===== config.mk =====
export PLATFORM = sky130hd
export DESIGN_NAME = dm_arbiter_flat
export DESIGN_NICKNAME = d
export VERILOG_FILES = /design/src/rtl/dm_arbiter_if.sv /design/src/rtl/dm_arbiter.sv /design/src/flat_wrapper.sv
export SDC_FILE = /design/constraint.sdc
export NUM_CORES = 1
export LEC_CHECK = 0
export CORE_AREA = 10 10 97 99
export CTS_CLUSTER_DIAMETER = 80
export DETAILED_ROUTE_END_ITERATION = 16
export DIE_AREA = 0 0 107 109
export GPL_TIMING_DRIVEN = 0
export HOLD_SLACK_MARGIN = 0.03
export PLACE_DENSITY_LB_ADDON = 0.3
export SETUP_SLACK_MARGIN = 0.05
export SLEW_MARGIN = 20
export SYNTH_ARGS = -nofsm -noshare
export SYNTH_HDL_FRONTEND = slang
export SYNTH_SLANG_ARGS = --single-unit

===== constraint.sdc =====
create_clock -name CLK -period 3.2 [get_ports CLK]
set_input_delay 0.48 -clock CLK [delete_from_list [all_inputs] [get_ports CLK]]
set_output_delay 0.48 -clock CLK [all_outputs]
set_load 0.005 [all_outputs]

===== src/rtl/dm_arbiter_if.sv =====
// dm_arbiter_if: request/grant bundle for both DM masters plus the DM-side bus
interface dm_arbiter_if #(parameter int AW = 5);
  logic          p0_req, p0_we, p0_gnt, p0_ack;
  logic [31:0]   p0_addr, p0_wd, p0_rd;
  logic          p1_req, p1_we, p1_gnt, p1_ack;
  logic [31:0]   p1_addr, p1_wd, p1_rd;
  logic [AW-1:0] dm_a;
  logic [31:0]   dm_wd, dm_rd;
  logic          dm_we;
  modport slave (
    input  p0_req, p0_we, p0_addr, p0_wd, p1_req, p1_we, p1_addr, p1_wd, dm_rd,
    output p0_gnt, p0_ack, p0_rd, p1_gnt, p1_ack, p1_rd, dm_a, dm_wd, dm_we
  );
  modport master (
    output p0_req, p0_we, p0_addr, p0_wd, p1_req, p1_we, p1_addr, p1_wd, dm_rd,
    input  p0_gnt, p0_ack, p0_rd, p1_gnt, p1_ack, p1_rd, dm_a, dm_wd, dm_we
  );
endinterface


===== src/rtl/dm_arbiter.sv =====
// dm_arbiter: shares single-port DM between CPU (port 0) and loader (port 1) with bounded hold.
// DM_ARB_ROUND_ROBIN_EN selects round-robin IDLE tie-break; fixed priority to port 0 otherwise.
module dm_arbiter #(
  parameter int AW       = 5,
  parameter int MAX_HOLD = 8
) (
  input logic         CLK,
  input logic         RST,
  dm_arbiter_if.slave bus
);
  typedef enum logic [1:0] {IDLE, OWN0, OWN1} state_e;
  state_e     state_q, state_d, other, tie;
  logic [7:0] hold_q, hold_d;
  logic       own1, cur_req, oth_req, enter, g0, g1, unused_bits;
`ifdef DM_ARB_ROUND_ROBIN_EN
  logic       last_q, last_d;
`endif
  assign unused_bits = ^{bus.p0_addr[31:AW+2], bus.p0_addr[1:0], bus.p1_addr[31:AW+2], bus.p1_addr[1:0]};
  always_ff @(posedge CLK) begin
    if (!RST) begin
      state_q <= IDLE;
      hold_q  <= '0;
`ifdef DM_ARB_ROUND_ROBIN_EN
      last_q  <= 1'b0;
`endif
    end else begin
      state_q <= state_d;
      hold_q  <= hold_d;
`ifdef DM_ARB_ROUND_ROBIN_EN
      last_q  <= last_d;
`endif
    end
  end
  always_comb begin
    own1    = state_q == OWN1;
    cur_req = own1 ? bus.p1_req : bus.p0_req;
    oth_req = own1 ? bus.p0_req : bus.p1_req;
    other   = own1 ? OWN0 : OWN1;
`ifdef DM_ARB_ROUND_ROBIN_EN
    tie     = last_q ? OWN0 : OWN1;
`else
    tie     = OWN0;
`endif
    state_d = state_q;
    if (state_q == IDLE)
      state_d = (bus.p0_req && bus.p1_req) ? tie : bus.p0_req ? OWN0 : bus.p1_req ? OWN1 : IDLE;
    else if (!cur_req || (hold_q == 8'(MAX_HOLD - 1) && oth_req))
      state_d = oth_req ? other : IDLE;
    enter  = state_d != state_q && state_d != IDLE;
    // counter only matters while the other port competes; it saturates otherwise
    hold_d = enter ? 8'd0 :
             (state_q != IDLE && cur_req && hold_q != 8'(MAX_HOLD)) ? hold_q + 8'd1 : hold_q;
`ifdef DM_ARB_ROUND_ROBIN_EN
    last_d = enter ? (state_d == OWN1) : last_q;
`endif
  end
  always_comb begin
    g0         = state_q == OWN0;
    g1         = state_q == OWN1;
    bus.p0_gnt = g0;
    bus.p1_gnt = g1;
    bus.p0_ack = g0 && bus.p0_req;
    bus.p1_ack = g1 && bus.p1_req;
    bus.p0_rd  = (g0 && bus.p0_req) ? bus.dm_rd : '0;
    bus.p1_rd  = (g1 && bus.p1_req) ? bus.dm_rd : '0;
    bus.dm_a   = g0 ? bus.p0_addr[AW+1:2] : g1 ? bus.p1_addr[AW+1:2] : '0;
    bus.dm_wd  = g0 ? bus.p0_wd : g1 ? bus.p1_wd : '0;
    bus.dm_we  = RST && (g0 ? bus.p0_req && bus.p0_we : g1 ? bus.p1_req && bus.p1_we : 1'b0);
  end
endmodule


===== src/flat_wrapper.sv =====
// flat-port wrapper written by rule: the top's interface ports become plain ports
module dm_arbiter_flat 
#(
  parameter int AW       = 5,
  parameter int MAX_HOLD = 8
)
  (CLK, RST, bus_p0_req, bus_p0_we, bus_p0_addr, bus_p0_wd, bus_p1_req, bus_p1_we, bus_p1_addr, bus_p1_wd, bus_dm_rd, bus_p0_gnt, bus_p0_ack, bus_p0_rd, bus_p1_gnt, bus_p1_ack, bus_p1_rd, bus_dm_a, bus_dm_wd, bus_dm_we);
  dm_arbiter_if #(.AW(AW)) bus_i ();
  input logic CLK;
  input logic RST;
  input wire logic [$bits(bus_i.p0_req)-1:0] bus_p0_req;
  input wire logic [$bits(bus_i.p0_we)-1:0] bus_p0_we;
  input wire logic [$bits(bus_i.p0_addr)-1:0] bus_p0_addr;
  input wire logic [$bits(bus_i.p0_wd)-1:0] bus_p0_wd;
  input wire logic [$bits(bus_i.p1_req)-1:0] bus_p1_req;
  input wire logic [$bits(bus_i.p1_we)-1:0] bus_p1_we;
  input wire logic [$bits(bus_i.p1_addr)-1:0] bus_p1_addr;
  input wire logic [$bits(bus_i.p1_wd)-1:0] bus_p1_wd;
  input wire logic [$bits(bus_i.dm_rd)-1:0] bus_dm_rd;
  output wire logic [$bits(bus_i.p0_gnt)-1:0] bus_p0_gnt;
  output wire logic [$bits(bus_i.p0_ack)-1:0] bus_p0_ack;
  output wire logic [$bits(bus_i.p0_rd)-1:0] bus_p0_rd;
  output wire logic [$bits(bus_i.p1_gnt)-1:0] bus_p1_gnt;
  output wire logic [$bits(bus_i.p1_ack)-1:0] bus_p1_ack;
  output wire logic [$bits(bus_i.p1_rd)-1:0] bus_p1_rd;
  output wire logic [$bits(bus_i.dm_a)-1:0] bus_dm_a;
  output wire logic [$bits(bus_i.dm_wd)-1:0] bus_dm_wd;
  output wire logic [$bits(bus_i.dm_we)-1:0] bus_dm_we;
  assign bus_i.p0_req = bus_p0_req;
  assign bus_i.p0_we = bus_p0_we;
  assign bus_i.p0_addr = bus_p0_addr;
  assign bus_i.p0_wd = bus_p0_wd;
  assign bus_i.p1_req = bus_p1_req;
  assign bus_i.p1_we = bus_p1_we;
  assign bus_i.p1_addr = bus_p1_addr;
  assign bus_i.p1_wd = bus_p1_wd;
  assign bus_i.dm_rd = bus_dm_rd;
  assign bus_p0_gnt = bus_i.p0_gnt;
  assign bus_p0_ack = bus_i.p0_ack;
  assign bus_p0_rd = bus_i.p0_rd;
  assign bus_p1_gnt = bus_i.p1_gnt;
  assign bus_p1_ack = bus_i.p1_ack;
  assign bus_p1_rd = bus_i.p1_rd;
  assign bus_dm_a = bus_i.dm_a;
  assign bus_dm_wd = bus_i.dm_wd;
  assign bus_dm_we = bus_i.dm_we;
  dm_arbiter #(.AW(AW), .MAX_HOLD(MAX_HOLD)) u_core (.CLK(CLK), .RST(RST), .bus(bus_i));
endmodule

# Yosys cells after proc, flatten, opt, wreduce, memory -nomap -nowiden
# Cells that the tools add are included.
# classes
n_addsub	1
n_eq_ne	5
n_mux	17
bitwise_logic	1
n_reduce_logical	16
# ops
operator	count
$mux 32	4
$mux 2	7
$logic_and 1x1->1	10
$mux 5	2
$add 8x1->8 const B	1
$eq 8x3->1 const B	1
$ne 8x4->1 const B	1
$mux 1	4
$reduce_bool 2->1	2
$eq 2x1->1 const B	1
$eq 2x2->1 const B	1
$logic_not 2->1	1
$ne 2x2->1	1
$reduce_or 2->1	1
$logic_not 1->1	1
$logic_or 1x1->1	1
$not 1->1	1
# totals
regBits	10
out_inout_bits	106
word_cells	42

# Depth between registers and ports, before layout
# Gate-level depths: netlist (run 1).
# depth
ltp_word	9
mapped_depth	6
ltp_nobuf	6

# Worst setup path after synthesis (run 1)
# Ideal clock, no wire load.
# synth_path
path_type	register -> output
from	reg u_core.state_q[1]
to	out bus_dm_wd[16]
arrival_time_ns	1.309
required_ns	2.720
path_slack_ns	1.411
stages_incl_launch_ff	5
path_buffers	2
path_cell_list	dfxtp_1 > nor2b_1 > buf_2 > buf_2 > a22o_1
# synth_via
elab_chain_len	3
# synth_lines
item	line_no	source
from (decl)	dm_arbiter.sv:12	state_e state_q, state_d, other, tie;
from (signal assigned)	dm_arbiter.sv:27	state_q <= state_d;
$eq 2x2->1	dm_arbiter.sv:59	g1 = state_q == OWN1;
$mux 32	dm_arbiter.sv:67	bus.dm_wd = g0 ? bus.p0_wd : g1 ? bus.p1_wd : '0;
$mux 32 (*)	dm_arbiter.sv:67	
to (decl)	flat_wrapper.sv:27	output wire logic [$bits(bus_i.dm_wd)-1:0] bus_dm_wd;
# Mark *: on every way between the ends. The rest lies on a longest branch, timed or not.

# Worst setup path after layout (run 1)
# layout_path
from	in bus_p1_req
to	out bus_p1_rd[30]
# layout_via
elab_chain_len	2
# layout_lines
item	line_no	source
from (decl)	flat_wrapper.sv:15	input wire logic [$bits(bus_i.p1_req)-1:0] bus_p1_req;
$logic_and 1x1->1	dm_arbiter.sv:65	bus.p1_rd = (g1 && bus.p1_req) ? bus.dm_rd : '0;
$mux 32	dm_arbiter.sv:65	
to (decl)	flat_wrapper.sv:25	output wire logic [$bits(bus_i.p1_rd)-1:0] bus_p1_rd;
# Every way passes these cells.

==> impl_metrics.py, run 1 <==
metrics = {
    "final_layout": {
        "final_common_cell": "clkdlybuf4s50_1",
        "final_cell_mix": "clkdlybuf4s50_1 (217), a22o_1 (37), and2_1 (33)",
        "multi_input_area_um2": 1131,
        "area_growth_pct": 162.0,
        "diodes": 0,
        "finalNonFillerCells": 515,
        "drive_above_1_share": 0.04116,
        "layout.nets": 583,
        "final-seq-area_um2": 200.2,
        "final_util": 0.5030,
        "n_fill_cell": 740,
        "final_cell_area_um2": 3786,
    },
    "place": {
        "dp.cells": 512,
        "pre_cts_slack_ps": 268.3,
        "io_buffers": 217,
        "place_area_um2": 3745,
        "dpl.hpwl_um": 8635,
        "gp_congestion": 0.7948,
    },
    "die": {
        "start_util": 0.1920,
        "num_io_pins": 272,
        "fp.dieH_um": 109,
        "die_x_um": 107,
        "rows": 32,
        "dieArea_um2": 11660,
        "core_um2": 7527,
    },
    "setup_path": {
        "crit_chain": "clkdlybuf4s50_1 -> nand3b_4 -> clkinv_2 -> clkbuf_1 -> and2_1 -> clkdlybuf4s50_1",
        "timing.rr.start": "u_core.hold_q[4]$_SDFFE_PP0P_",
        "r2r_cells": 4,
        "slowest_stage": "clkdlybuf4s50_1",
        "path_buf_inv": 4,
        "critical-path-top-delay-family": "buffers and inverters",
        "critPathMostFrequentCell": "clkdlybuf4s50_1",
        "path_class": "in2out",
        "worstPathArrival_ps": 2420,
        "required_ps": 2720,
        "worstSetupEndpointType": "output pin",
        "critical_path.max_fanout": 10,
        "crit_path_start_kind": "input pin",
        "r2r-end": "u_core.state_q[0]$_SDFF_PN0_",
        "max_stage_delay_ps": 610,
        "ff2ff_setup_slack_ps": 1540,
    },
    "logic_synthesis": {
        "yosysWarningCount": 0,
        "yosysSeqAreaShare": 0.1385,
        "netlist_area_um2": 1445,
        "syn_nets": 361,
        "ys_seq_elements": 10,
        "synthMuxAreaShare": 0.02251,
        "avgSynthCellArea_um2": 7.488,
        "netlist_instances": 193,
        "synth_xor_area_frac": 0.03030,
        "synth-adder-area-share": 0.01732,
        "synth_compound_area_frac": 0.3169,
        "yosys.area_share.simple": 0.3957,
        "synth_top_family_by_area": "simple AND/OR/NAND/NOR gates",
        "synth.distinct_cells": 33,
    },
    "timing": {
        "hold_viol": 0,
        "timing.fmax_mhz": 344.7,
        "fin_crit_ps": 2901,
        "fin_skew_ps": 2.015,
        "finalWorstSetupSlack_ps": 299.3,
        "slew_violations": 0,
        "rsz0062_at_grt": "no",
        "tns_ps": 0,
        "holdWs_ps": 496.2,
        "finalSetupViolCount": 0,
        "relSlewSlack": 0.7016,
        "tightest_slew_ps": 447.6,
        "fin_crit_sh": 0.9065,
    },
    "flow_run": {
        "drv_cap": 0,
    },
    "min_path": {
        "worstHoldEndpoint": "u_core.hold_q[7]$_SDFFE_PP0P_",
        "holdPathStages": 2,
        "worstHoldStart": "u_core.hold_q[7]$_SDFFE_PP0P_",
        "worstHoldPathType": "reg2reg",
    },
    "clock_network": {
        "clock_latency_ps": 230,
        "path_clk_slew_ps": 40,
        "hold_buffers": 0,
        "postCtsSetupRepairBufs": 0,
        "htreeDepth": 1,
        "cts.repair.resized": 0,
        "cts_tree": "yes",
        "cts_buffer_depth": 2,
        "clkSinkCount": 10,
        "cts_buffers": 3,
        "clockRootBuffer": "clkbuf_8",
    },
    "detailed_routing": {
        "drt_first_iter_violations": 65,
        "drc": 0,
        "dr_total_vias": 2323,
        "via_per_inst": 4.511,
        "firstDrtPassIters": 4,
        "antenna_left": 0,
        "wl_per_cell_um": 18.97,
        "routed_wl_um": 9770,
    },
    "global_routing": {
        "met3_usage": 0.06667,
        "grt.total_usage": 0.1527,
        "met1_usage": 0.1556,
        "grt_antenna_before_repair": 0,
        "overflow": 0,
        "grt_most_used_layer": "met2",
        "grt_max_degree": 11,
        "grt_pass1_vias": 2429,
        "gr-usage-met2": 0.2827,
        "grt_pass1_wl_um": 14130,
    },
    "power": {
        "ir_drop_uv": 82.66,
        "p_leak_nw": 1.505,
        "power_uw": 630.7,
        "powerDensity_nw_per_um2": 166.6,
    },
    "outcome": {
        "status": "finished, final reports clean",
    },
}
[worst min-delay path, cell delays in order (launching register included)]
cell     delay [ps]
dfxtp_1         320
o31ai_1          80
a21oi_2          50
[state kept, by name, summed over array words and instances, names as in the netlist]
name / count
u_core.state_q: 2
u_core.hold_q: 8
[layer usage]
metal	vias to the layer above	wire length [um]
li1	1152	-
met1	1038	3507
met2	125	5060
met3	8	1095
met4	0	107
met5	-	0
[layout make-up]
type	count	share of cell area
buffer	21	0.02379
clock buffer	3	0.01091
inverter	6	0.006279
multi-input combinational	156	0.2987
sequential	10	0.05288
tap	102	0.03371
timing repair buffer	217	0.5737
[how the worst max path moves through the flow]
stage                            startpoint            end  slack, ps  cells past startpoint
2_1_floorplan  u_core.state_q[1]$_SDFF_PN0_  bus_dm_wd[16]       1410                      4
6_report                         bus_p1_req  bus_p1_rd[30]        300                      6
5_1_grt                          bus_p1_req  bus_p1_rd[30]        130                      6
3_3_place_gp                     bus_p1_req  bus_p1_rd[30]        330                      6
4_1_cts                          bus_p1_req  bus_p1_rd[30]        260                      6
3_5_place_dp                     bus_p1_req  bus_p1_rd[30]        270                      6
[synthesized netlist by cell type, drive strengths merged]
cell type | count | share of area
o31ai | 1 | 0.0052
a22o | 37 | 0.22
nand3b | 3 | 0.024
or3 | 1 | 0.0043
nand3 | 3 | 0.010
nand4 | 2 | 0.0087
a22oi | 1 | 0.0052
buf | 4 | 0.018
or4 | 2 | 0.016
clkinv | 1 | 0.0035
nand2 | 5 | 0.013
mux2i | 1 | 0.0069
o221ai | 1 | 0.018
and3 | 32 | 0.14
o21ai | 1 | 0.0035
clkbuf | 17 | 0.044
nor2b | 3 | 0.013
o2bb2ai | 1 | 0.010
nand2b | 1 | 0.0043
and2 | 33 | 0.14
xnor2 | 5 | 0.030
dfxtp | 10 | 0.14
inv | 5 | 0.013
ha | 2 | 0.017
nor2 | 8 | 0.021
a211oi | 2 | 0.010
a2bb2oi | 1 | 0.0061
a21oi | 7 | 0.029
a31oi | 1 | 0.0043
mux2 | 2 | 0.016
[where the power goes]
| part | switching, mW | leakage, nW | internal, mW | total, mW |
|---|---|---|---|---|
| registers | 0.00232 | 0.0811 | 0.127 | 0.130 |
| logic | 0.120 | 1.40 | 0.253 | 0.373 |
| clock network | 0.0457 | 0.0216 | 0.0820 | 0.128 |
| total | 0.168 | 1.51 | 0.462 | 0.631 |
[cells by family (layout without fill, tap and decap cells)]
| logic type | Yosys count | after routing |
|---|---|---|
| AOI/OAI and AO/OA | 53 | 53 |
| xor gates and xnor gates | 5 | 5 |
| DFF | 10 | 10 |
| buffers and inverters | 27 | 247 |
| muxes | 3 | 3 |
| adders and majority gates | 2 | 2 |
| and+or+nand+nor | 93 | 93 |
Note: power is estimated with default switching activity, not from simulation.
==> run 2: changes to the inputs <==
--- a/config.mk
+++ b/config.mk
@@ -10,9 +10,10 @@
 export DETAILED_ROUTE_END_ITERATION = 16
 export DIE_AREA = 0 0 107 109
 export GPL_TIMING_DRIVEN = 0
-export HOLD_SLACK_MARGIN = 0.03
+export HOLD_SLACK_MARGIN = 0.06
 export PLACE_DENSITY_LB_ADDON = 0.3
 export SETUP_SLACK_MARGIN = 0.05
+export SKIP_CTS_REPAIR_TIMING = 1
 export SLEW_MARGIN = 20
 export SYNTH_ARGS = -nofsm -noshare
 export SYNTH_HDL_FRONTEND = slang
==> results of run 2 <==
No change in the layout: final DEF, timing and power equal those of run 1.
